## src/rtl/i2c_regbank.sv

```systemverilog
// Application-side register bank behind the I2C slave engine: ID, control, sticky status,
// eight general-purpose registers and a pair of byte FIFOs to/from a valid/ready stream.
module i2c_regbank #(
   parameter logic [7:0] ID_VALUE = 8'hA5,
   parameter int         FIFO_AW  = 2
) (
   input  logic        clk,
   input  logic        rst_n,
   input  logic        rw,
   input  logic [7:0]  addr,
   input  logic        wen,
   input  logic [7:0]  wdata,
   input  logic        rdata_used,
   output logic [7:0]  rdata,
   output logic [7:0]  ctrl,
   output logic [63:0] gp_out,
   output logic [7:0]  tx_data,
   output logic        tx_valid,
   input  logic        tx_ready,
   input  logic [7:0]  rx_data,
   input  logic        rx_valid,
   output logic        rx_ready
);

   localparam int DEPTH = 2 ** FIFO_AW;
   localparam int CW    = FIFO_AW + 1;

   logic [7:0]         r_txMem [DEPTH];
   logic [7:0]         r_rxMem [DEPTH];
   logic [FIFO_AW-1:0] r_txWp, r_txRp, r_rxWp, r_rxRp;
   logic [CW-1:0]      r_txCnt, r_rxCnt;
   logic [7:0]         r_gp [8];
   logic [7:0]         r_ctrl;
   logic [7:0]         r_rdata;
   logic               r_txOvf, r_rxUnf;

   logic               w_txEmpty, w_txFull, w_rxEmpty, w_rxFull;
   logic               w_txReq, w_txPush, w_txPop;
   logic               w_rxPopReq, w_rxPop, w_rxPush;
   logic               w_clrReq;
   logic [FIFO_AW-1:0] w_rxRpNext;
   logic [7:0]         w_rxNextHead;
   logic [7:0]         w_rdMux;
   logic               w_unused;

   assign w_unused   = rw;

   assign w_txEmpty  = (r_txCnt == '0);
   assign w_txFull   = (r_txCnt == CW'(DEPTH));
   assign w_rxEmpty  = (r_rxCnt == '0);
   assign w_rxFull   = (r_rxCnt == CW'(DEPTH));

   assign w_txPop    = !w_txEmpty && tx_ready;
   assign w_txReq    = wen && (addr == 8'h04);
   assign w_txPush   = w_txReq && (!w_txFull || w_txPop);

   // A full RX FIFO still takes a byte in the cycle the I2C side pops, so ready follows that.
   assign w_rxPopReq = rdata_used && (addr == 8'h05);
   assign w_rxPop    = w_rxPopReq && !w_rxEmpty;
   assign rx_ready   = !w_rxFull || w_rxPop;
   assign w_rxPush   = rx_valid && rx_ready;

   assign w_clrReq   = wen && (addr == 8'h03);

   assign tx_valid   = !w_txEmpty;
   assign tx_data    = w_txEmpty ? 8'h00 : r_txMem[r_txRp];
   assign ctrl       = r_ctrl;
   assign rdata      = r_rdata;

   for (genvar g = 0; g < 8; g++) begin : gen_gp
      assign gp_out[g*8 +: 8] = r_gp[g];
   end

   assign w_rxRpNext   = r_rxRp + 1'b1;
   assign w_rxNextHead = (r_rxCnt > CW'(1)) ? r_rxMem[w_rxRpNext] :
                         (w_rxPush ? rx_data : 8'h00);

   always_comb begin
      w_rdMux = 8'h00;
      case (addr)
         8'h00: w_rdMux = ID_VALUE;
         8'h01: w_rdMux = r_ctrl;
         8'h02: w_rdMux = {2'b00, r_rxUnf, r_txOvf, w_rxFull, w_rxEmpty, w_txFull, w_txEmpty};
         8'h05: w_rdMux = w_rxEmpty ? 8'h00 : r_rxMem[r_rxRp];
         8'h06: w_rdMux = {{(8-CW){1'b0}}, r_txCnt};
         8'h07: w_rdMux = {{(8-CW){1'b0}}, r_rxCnt};
         default: begin
            if (addr[7:3] == 5'b00001) begin
               w_rdMux = r_gp[addr[2:0]];
            end
         end
      endcase
   end

   // Storage carries no reset; the counts alone decide what is valid.
   always_ff @(posedge clk) begin
      if (w_txPush) begin
         r_txMem[r_txWp] <= wdata;
      end
      if (w_rxPush) begin
         r_rxMem[r_rxWp] <= rx_data;
      end
   end

   always_ff @(posedge clk or negedge rst_n) begin
      if (!rst_n) begin
         r_txWp  <= '0;
         r_txRp  <= '0;
         r_txCnt <= '0;
         r_rxWp  <= '0;
         r_rxRp  <= '0;
         r_rxCnt <= '0;
      end else begin
         if (w_txPush) r_txWp <= r_txWp + 1'b1;
         if (w_txPop)  r_txRp <= r_txRp + 1'b1;
         if (w_txPush && !w_txPop)      r_txCnt <= r_txCnt + 1'b1;
         else if (!w_txPush && w_txPop) r_txCnt <= r_txCnt - 1'b1;
         if (w_rxPush) r_rxWp <= r_rxWp + 1'b1;
         if (w_rxPop)  r_rxRp <= r_rxRp + 1'b1;
         if (w_rxPush && !w_rxPop)      r_rxCnt <= r_rxCnt + 1'b1;
         else if (!w_rxPush && w_rxPop) r_rxCnt <= r_rxCnt - 1'b1;
      end
   end

   // Sticky error flags: a set in the same cycle as a clear takes priority.
   always_ff @(posedge clk or negedge rst_n) begin
      if (!rst_n) begin
         r_txOvf <= 1'b0;
         r_rxUnf <= 1'b0;
      end else begin
         if (w_txReq && w_txFull && !w_txPop) r_txOvf <= 1'b1;
         else if (w_clrReq && wdata[4])       r_txOvf <= 1'b0;
         if (w_rxPopReq && w_rxEmpty)         r_rxUnf <= 1'b1;
         else if (w_clrReq && wdata[5])       r_rxUnf <= 1'b0;
      end
   end

   always_ff @(posedge clk or negedge rst_n) begin
      if (!rst_n) begin
         r_ctrl <= 8'h00;
         for (int i = 0; i < 8; i++) begin
            r_gp[i] <= 8'h00;
         end
      end else if (wen) begin
         if (addr == 8'h01) begin
            r_ctrl <= wdata;
         end
         if (addr[7:3] == 5'b00001) begin
            r_gp[addr[2:0]] <= wdata;
         end
      end
   end

   // On an RX pop the following head is loaded directly so it is visible one cycle later.
   always_ff @(posedge clk or negedge rst_n) begin
      if (!rst_n) begin
         r_rdata <= 8'h00;
      end else if (w_rxPop) begin
         r_rdata <= w_rxNextHead;
      end else begin
         r_rdata <= w_rdMux;
      end
   end

endmodule

```

## config.mk

```make
export PLATFORM = sky130hd
export DESIGN_NAME = i2c_regbank
export DESIGN_NICKNAME = d
export VERILOG_FILES = /design/src/rtl/i2c_regbank.sv
export SDC_FILE = /design/constraint.sdc
export NUM_CORES = 1
export LEC_CHECK = 0
export ABC_AREA = 1
export BUFFER_PORTS_ARGS = -buffer_cell sky130_fd_sc_hd__buf_4
export CAP_MARGIN = 40
export CORE_UTILIZATION = 40
export CTS_CLUSTER_DIAMETER = 30
export DETAILED_ROUTE_END_ITERATION = 8
export SLEW_MARGIN = 20
export SYNTH_ARGS = -nofsm -noshare
export SYNTH_HDL_FRONTEND = slang
export SYNTH_SLANG_ARGS = --single-unit
```

## constraint.sdc

```tcl
create_clock -name clk -period 6.85 [get_ports clk]
set_clock_uncertainty 0.05 [all_clocks]
set_input_delay 1.0275 -clock clk [delete_from_list [all_inputs] [get_ports clk]]
set_output_delay 1.0275 -clock clk [all_outputs]
set_load 0.1 [all_outputs]
```

Word-level counts from Yosys, hierarchy flattened --
Memories as Yosys holds them, arrays and structs flattened. Cells that the tools add are included. Widths: inputs -> output; s select.
Storage, ports and cells: register bits after elaboration 96, memory bits (writable) 64, output and inout bits 90, logic and storage cells 103, memories kept 2
Cells by class: $add $sub $neg 8, $lt $le $gt $ge 3, eq/ne operators 10, multiplexer cells 25, bitwise gates (word level) 1, reductions and logical operators 36
Memories:
- r_rxMem | depth 4, width 8, rd ports 2, clocked after Yosys merged registers in 0, write ports 1, line 29 | logic [7:0] r_rxMem [DEPTH];
- r_txMem | depth 4, width 8, rd ports 1, clocked after Yosys merged registers in 0, write ports 1, line 28 | logic [7:0] r_txMem [DEPTH];
Operators by type and width (count):
- $mux 8 | 9
- $bwmux 64 | 1
- $pmux 8 s6 | 1
- $eq 8x3->1 const B | 4
- $bmux 8 s3 | 1
- $demux 8 s3 | 1
- $logic_and 1x1->1 | 17
- $eq 8x2->1 const B | 2
- $mux 3 | 4
- $add 2x1->2 const B | 4
- $eq 8x1->1 const B | 1
- $logic_not 1->1 | 8
- $logic_not 8->1 | 1
- $mux 1 | 8
- $reduce_bool 2->1 | 4
- $add 3x1->3 const B | 2
- $eq 3x3->1 const B | 2
- $logic_not 3->1 | 2
- $sub 3x1->3 const B | 2
- $eq 5x1->1 const B | 1
- $ge 4x4->1 const B | 1
- $lt 4x1->1 const B | 1
- $not 3->4 | 1
- $reduce_and 2->1 | 2
- 2 further kinds | 3

Depth between registers and ports, before layout --
Gate-level depths: netlist of run 1.
word-level depth 9, mapped depth 14, mapped depth without buffers 13

Least setup slack after synthesis of run 1 --
Ideal clock, no wire load.
path kind register to output, start point register r_txRp[1], end point output tx_data[0], arrival time 2.477 ns, slack 3.296 ns, cell stages (with the launch flop) 6, buffers on the path 1, cell sequence dfrtp_1 clkbuf_1 clkinv_1 nor2_1 o21ai_0 a21oi_1
Between the ends: cells in the longest elaborated chain, start to end 2
Ends and longest elaborated chain:
- from (decl) | line 30 | logic [FIFO_AW-1:0] r_txWp, r_txRp, r_rxWp, r_rxRp;
- from (signal assigned) | line 115 | if (w_txPop) r_txRp <= r_txRp + 1'b1;
- $mem_v2 4x8
- $mux 8 | line 66 | assign tx_data = w_txEmpty ? 8'h00 : r_txMem[r_txRp];
- to (decl) | line 17 | output logic [7:0] tx_data,
Every way passes these cells.

Worst setup path after layout of run 1 --
start point input addr[5], end point output rx_ready
Between the ends: cells in the longest elaborated chain, start to end 4
Ends and longest elaborated chain:
- from (decl) | line 10 | input logic [7:0] addr,
- $eq 8x3->1 | line 58 | assign w_rxPopReq = rdata_used && (addr == 8'h05);
- $logic_and 1x1->1 | line 58
- $logic_and 1x1->1 | line 59 | assign w_rxPop = w_rxPopReq && !w_rxEmpty;
- $logic_or 1x1->1 | line 60 | assign rx_ready = !w_rxFull || w_rxPop;
- to (decl) | line 22 | output logic rx_ready
Every way passes these cells.

==> impl_metrics.py, run 1 <==
metrics = {
    "routing": {
        "initialDrtViolationCount": 429,
        "via_per_inst": 4.90,
        "drc": 0,
        "antenna_left": 0,
        "routed-via-count": 6417,
        "wl_um": 21000,
        "post_drt_wl_per_cell_um": 16.0,
        "drt_first_pass_iters": 5,
    },
    "sta": {
        "whs_ns": 0.413,
        "max_freq_mhz": 270,
        "setup_viol": 0,
        "fin_crit_sh_pct": 54.1,
        "report.final.slew_viol_count": 0,
        "rsz0062_at_grt": "no",
        "setup_tns_ns": 0,
        "setup_slack_ns": 3.14,
        "layout_min_cycle_time_ns": 3.71,
        "hold_viol": 0,
        "worst_slew_pin_slew_ns": 0.810,
        "max_slew_margin_pct": 45.8,
    },
    "worst_setup_path": {
        "critPathRequiredTime_ns": 5.77,
        "cp_max_fo": 18,
        "startpoint_type": "input pin",
        "cp-end-kind": "primary output",
        "worstSetupPathType": "in2out",
        "cp.arrival_ns": 2.63,
    },
    "global_routing": {
        "grt_pass1_vias": 5937,
        "grt_pass1_wl_um": 32600,
        "grt_max_degree": 45,
        "track_usage_pct": 21.7,
        "grt-ovfl-total": 0,
        "antenna_found_initial": 0,
    },
    "layout": {
        "area_growth_pct": 20.9,
        "utilization_pct": 50.2,
        "drive_above_1_share_pct": 16.9,
        "nets": 1083,
        "antennaDiodeCount": 0,
    },
    "clocking": {
        "cts_tree": "done",
        "numCtsBuffers": 17,
        "post-cts-setup-buffers": 0,
        "cts_htree_levels": 4,
        "clk_latency_ns": 0.43,
        "clock_sinks": 160,
        "root_buffer": "clkbuf_16",
        "cts_max_path_buffers": 2,
        "clkTransAtPathRegs_ns": 0.07,
        "ctsResizeCount": 0,
        "hold_buffers": 0,
    },
    "yosys": {
        "async_flop_share_pct": 60.0,
        "synth_warnings": 0,
        "yosys.area_share.simple_pct": 22.9,
        "syn_area_sq_um": 7860,
        "synth_edf_count": 64,
        "synth_top_family_by_area": "simple AND/OR/NAND/NOR gates",
        "syn_avg_cell_area_sq_um": 8.50,
        "netlist_instances": 925,
        "yosysSeqAreaShare_pct": 55.0,
        "synthDistinctLibCells": 34,
        "synthAdderAreaFrac_pct": 2.48,
        "synth_nets": 971,
        "synth_xor_area_share_pct": 1.11,
        "ys.flop_type": "dfrtp_1",
        "synth_compound_area_share_pct": 10.5,
        "synthMuxAreaShare_pct": 0,
        "synth_seq_cells": 160,
    },
    "pwr": {
        "power_density_nw_per_um2": 333,
        "ir_worst_vdd_mv": 0.228,
        "p_leak_nw": 4.52,
    },
    "hold_path": {
        "hp-class": "in2async",
    },
    "die": {
        "start_util_pct": 41.5,
        "die_area_sq_um": 20200,
        "ios": 121,
        "die_w_um": 142,
        "fp.coreArea_sq_um": 19000,
        "dieHeight_um": 142,
        "fp-row-count": 50,
    },
    "status": {
        "outcome": "complete, no violations",
    },
    "placed_design": {
        "gp_congestion": 0.857,
        "port-buffer-count": 119,
        "hpwl_um": 15100,
        "dp_worst_setup_slack_ns": 3.15,
    },
    "job": {
        "drv_cap": 0,
    },
}
-- registers in the layout (all words and copies together) (netlist names), 2 cells and up --
register and flops:
r_rxMem 32, r_txMem 32, gp_out 64, ctrl 8, r_rxCnt 3, r_txCnt 3, r_rxWp 2, r_txRp 2
r_rxRp 2, r_txWp 2, rdata 8
-- cell usage in the layout (no fill, tap or decap), types with 2 or more instances in the layout --
cell type,count
nand2_1,260
buf_4,125
inv_1,112
o21ai_0,106
dfrtp_1,96
nor2_1,95
edfxtp_1,64
nand3_1,42
a21oi_1,25
o21ai_1,18
clkbuf_16,17
ha_1,14
nand4_1,9
xor2_1,8
o211ai_1,7
nor2_2,6
nand3b_1,6
nor2_4,4
inv_2,3
nand2_2,3
clkinvlp_4,3
inv_6,3
a22oi_1,2
inv_4,2
xnor2_1,2
nand3_2,2
clkbuf_1,2
inv_8,2
clkinv_4,2
-- worst max-delay path, cell delays in order --
cell and delay, ns:
buf_4 0.11, inv_1 0.04, nand2_1 0.05, nor2_2 0.56, nand3_1 0.22, nand2_2 0.27
buf_4 0.34
-- where the power goes --
part           internal [mW]  switching, mW  leakage [nW]
sequential              1.09         0.0938          1.87
clock                  0.482          0.407         0.262
combinational          0.253          0.832          2.38
total                   1.83           1.33          4.52
-- metal layers --
layer	vias to the layer above	global-route usage, %	routed length, um
met2	182	33.7	9710
met1	3005	30.3	9860
met4	0	7.30	416
li1	3205	-	-
met5	-	0	0
met3	25	4.37	993
-- worst paths after layout --
| kind | cells past startpoint | slack [ns] | end | from |
|---|---|---|---|---|
| setup / recovery | 7 | 3.14 | rx_ready | addr[5] |
| hold / removal | 1 | 0.41 | gp_out[41] | rst_n |
| setup reg to reg | 11 | 4.36 | r_txCnt[2] | r_txCnt[0] |
| hold reg to reg | 2 | 0.47 | gp_out[40] | gp_out[40] |
| max in group asynchronous | 3 | 5.26 | rdata[7] | rst_n |
| min in group clk | 2 | 0.47 | gp_out[40] | gp_out[40] |
-- kinds of logic (layout without fill, tap and decap cells) --
| kind of cell | Yosys count | after routing |
|---|---|---|
| DFF | 160 | 160 |
| buffers and inverters | 150 | 275 |
| and+or+nand+nor | 430 | 430 |
| adders and majority gates | 15 | 15 |
| xor gates and xnor gates | 10 | 10 |
| AOI/OAI and AO/OA | 160 | 160 |
-- cell usage after synthesis, types with 2 or more instances --
cell | instances | share of area, %
a22oi_1 | 2 | 0.19
xor2_1 | 8 | 0.89
buf_4 | 2 | 0.19
nand2_1 | 260 | 12
nand3b_1 | 6 | 0.57
nand3_1 | 42 | 2.7
inv_2 | 3 | 0.14
nand2_2 | 3 | 0.24
buf_2 | 12 | 0.76
buf_6 | 5 | 0.72
clkbuf_1 | 12 | 0.57
nand4_1 | 9 | 0.72
edfxtp_1 | 64 | 24
o21ai_0 | 106 | 6.7
dfrtp_1 | 96 | 31
buf_1 | 2 | 0.096
xnor2_1 | 2 | 0.22
nand3_2 | 2 | 0.25
a21oi_1 | 25 | 1.6
ha_1 | 14 | 2.2
nor2_1 | 95 | 4.5
o21ai_1 | 18 | 1.1
nor2_2 | 6 | 0.48
nor2_4 | 4 | 0.57
inv_1 | 112 | 5.3
o211ai_1 | 7 | 0.67
-- cell type report --
cell class                 count  area [sq um]
clock buffer                  20           447
fill                        1812          9450
sequential                   160          4320
tap                          260           325
timing repair buffer         126           958
multi-input combinational    615          2910
clock inverter                12           100
inverter                     117           442
-- per-stage QoR --
step / std cells / cell area, sq um / power [mW]
2_1_floorplan: 925 / 7860 / 2.02
4_1_cts: 1310 / 9510 / 3.18
3_3_place_gp: 1274 / 8920 / 2.28
6_report: 1310 / 9510 / 3.16
5_1_grt: 1310 / 9510 / 3.31
3_5_place_dp: 1278 / 8960 / 2.30
(Power assumes the default switching activity.)
==> run 2, diff against run 1 <==
- clock period: 6.85 -> 3.24 ns (I/O delays scaled with it)
==> impl_metrics.py, run 2 (synthesis gave the netlist of run 1 again) <==
metrics = {
    "status": {
        "outcome": "complete, no violations",
    },
    "sta": {
        "max_slew_margin_pct": 55.9,
        "fin_crit_sh_pct": 84.8,
        "layout_min_cycle_time_ns": 2.75,
        "rsz0062_at_grt": "no",
        "setup_viol": 0,
        "worst_slew_pin_slew_ns": 0.661,
        "setup_tns_ns": 0,
        "report.final.slew_viol_count": 0,
        "hold_viol": 0,
        "max_freq_mhz": 364,
    },
    "clocking": {
        "post-cts-setup-buffers": 0,
        "clock_sinks": 160,
        "cts_max_path_buffers": 2,
        "numCtsBuffers": 17,
        "hold_buffers": 0,
        "cts_htree_levels": 4,
        "clk_latency_ns": 0.43,
        "clkTransAtPathRegs_ns": 0.07,
        "root_buffer": "clkbuf_16",
        "cts_tree": "done",
        "ctsResizeCount": 0,
    },
    "global_routing": {
        "grt_max_degree": 51,
        "antenna_found_initial": 0,
        "grt_pass1_wl_um": 32700,
        "track_usage_pct": 21.7,
        "grt-ovfl-total": 0,
        "grt_pass1_vias": 5963,
    },
    "layout": {
        "layout_commonest_cell": "nand2_1",
        "nets": 1093,
        "largest_reg_flops": 64,
        "drive_above_1_share_pct": 17.6,
        "area_growth_pct": 21.8,
        "final_cell_mix": "260 x nand2_1, 135 x buf_4, 112 x inv_1",
        "multi_input_area_sq_um": 2910,
        "fin_cells": 1320,
        "antennaDiodeCount": 0,
        "fill_cells": 1829,
        "regArea_sq_um": 4320,
    },
    "die": {
        "fp.coreArea_sq_um": 19000,
        "die_area_sq_um": 20200,
        "dieHeight_um": 142,
        "fp-row-count": 50,
        "start_util_pct": 41.5,
        "ios": 121,
        "die_w_um": 142,
    },
    "routing": {
        "drc": 0,
        "initialDrtViolationCount": 396,
        "drt_first_pass_iters": 6,
        "routed-via-count": 6420,
        "wl_um": 20900,
        "via_per_inst": 4.86,
        "post_drt_wl_per_cell_um": 15.8,
        "antenna_left": 0,
    },
    "placed_design": {
        "hpwl_um": 15100,
        "post-place-cells": 1288,
        "gp_congestion": 0.835,
        "port-buffer-count": 119,
    },
    "hold_path": {
        "hp-class": "in2async",
    },
    "pwr": {
        "p_leak_nw": 4.57,
        "ir_worst_vdd_mv": 0.402,
        "power_density_nw_per_um2": 697,
    },
    "worst_setup_path": {
        "worstSetupPathType": "reg2out",
        "cp_max_fo": 19,
        "rr_endpoint": "r_rxCnt[2]",
        "rrSetupSlack_ns": 0.91,
        "critPathRequiredTime_ns": 2.70,
        "path_cells": "inv_1 -> o21ai_0 -> a21oi_1 -> buf_4",
        "cp.arrival_ns": 2.21,
        "startpoint_type": "flop",
        "max_stage_delay_ns": 0.75,
        "regToRegStartpoint": "r_rxCnt[0]",
        "cp-end-kind": "primary output",
        "reg2reg_depth": 11,
        "worst_path_max_delay_cell": "dfrtp_1",
    },
    "job": {
        "drv_cap": 0,
    },
}
[run 2: changes by cell type in the layout (fill, tap and decap cells not counted)]
cell and delta:
buf_4 +10, clkbuf_8 -1, clkinv_2 +1, clkinvlp_4 -1, inv_6 +1
[run 2: metrics by stage]
stage / hold WS (ns) / power [mW] / util [%] / worst slack [ns] / cell area [sq um]
CTS: 0.0363 / 6.73 / 50.5 / 0.428 / 9580
finish: 0.00428 / 6.67 / 50.5 / 0.492 / 9580
floorplan: 0.140 / 4.27 / - / 0.227 / 7860
global route: 0.0511 / 7.00 / 50.5 / 0.296 / 9580
global placement: 0.453 / 4.85 / 47.7 / 0.525 / 9040
detailed placement: 0.456 / 4.87 / 47.7 / 0.477 / 9040
[run 2: worst max path at each step]
stage	depth (start not counted)	to	slack, ns	from
3_5_place_dp	12	r_txCnt[2]	0.48	addr[4]
5_1_grt	4	tx_data[7]	0.30	r_txRp[0]
3_3_place_gp	12	r_txCnt[2]	0.52	addr[4]
4_1_cts	4	tx_data[2]	0.43	r_txRp[0]
2_1_floorplan	5	tx_data[0]	0.23	r_txRp[1]
6_report	4	tx_data[2]	0.49	r_txRp[0]
[run 2: cell type report]
class / count / share of cell area (%)
well taps: 260 / 3.40
clock inverters: 13 / 1.11
repair buffers: 136 / 10.8
flip-flops and latches: 160 / 45.2
multi-input cells: 615 / 30.4
inverters: 117 / 4.61
clock buffers: 19 / 4.52
[run 2: routing by layer]
layer	track usage [%]	routed length (um)	vias to the layer above
met5	0	0	-
met4	7.24	342	0
met3	3.60	1020	27
met2	34.3	9770	168
met1	30.3	9730	3003
li1	-	-	3222
[run 2: critical path, delay by kind of cell (launching register included)]
kind / cells / cell delay [ns]
buf+inv: 2 / 0.63
compound gates: 2 / 0.40
flops: 1 / 0.75
[run 2: where the power goes]
group / internal (mW) / total, mW / switching (mW)
Combinational: 0.553 / 2.30 / 1.75
Sequential: 2.31 / 2.52 / 0.210
Clock: 0.998 / 1.85 / 0.852
Total: 3.86 / 6.67 / 2.81
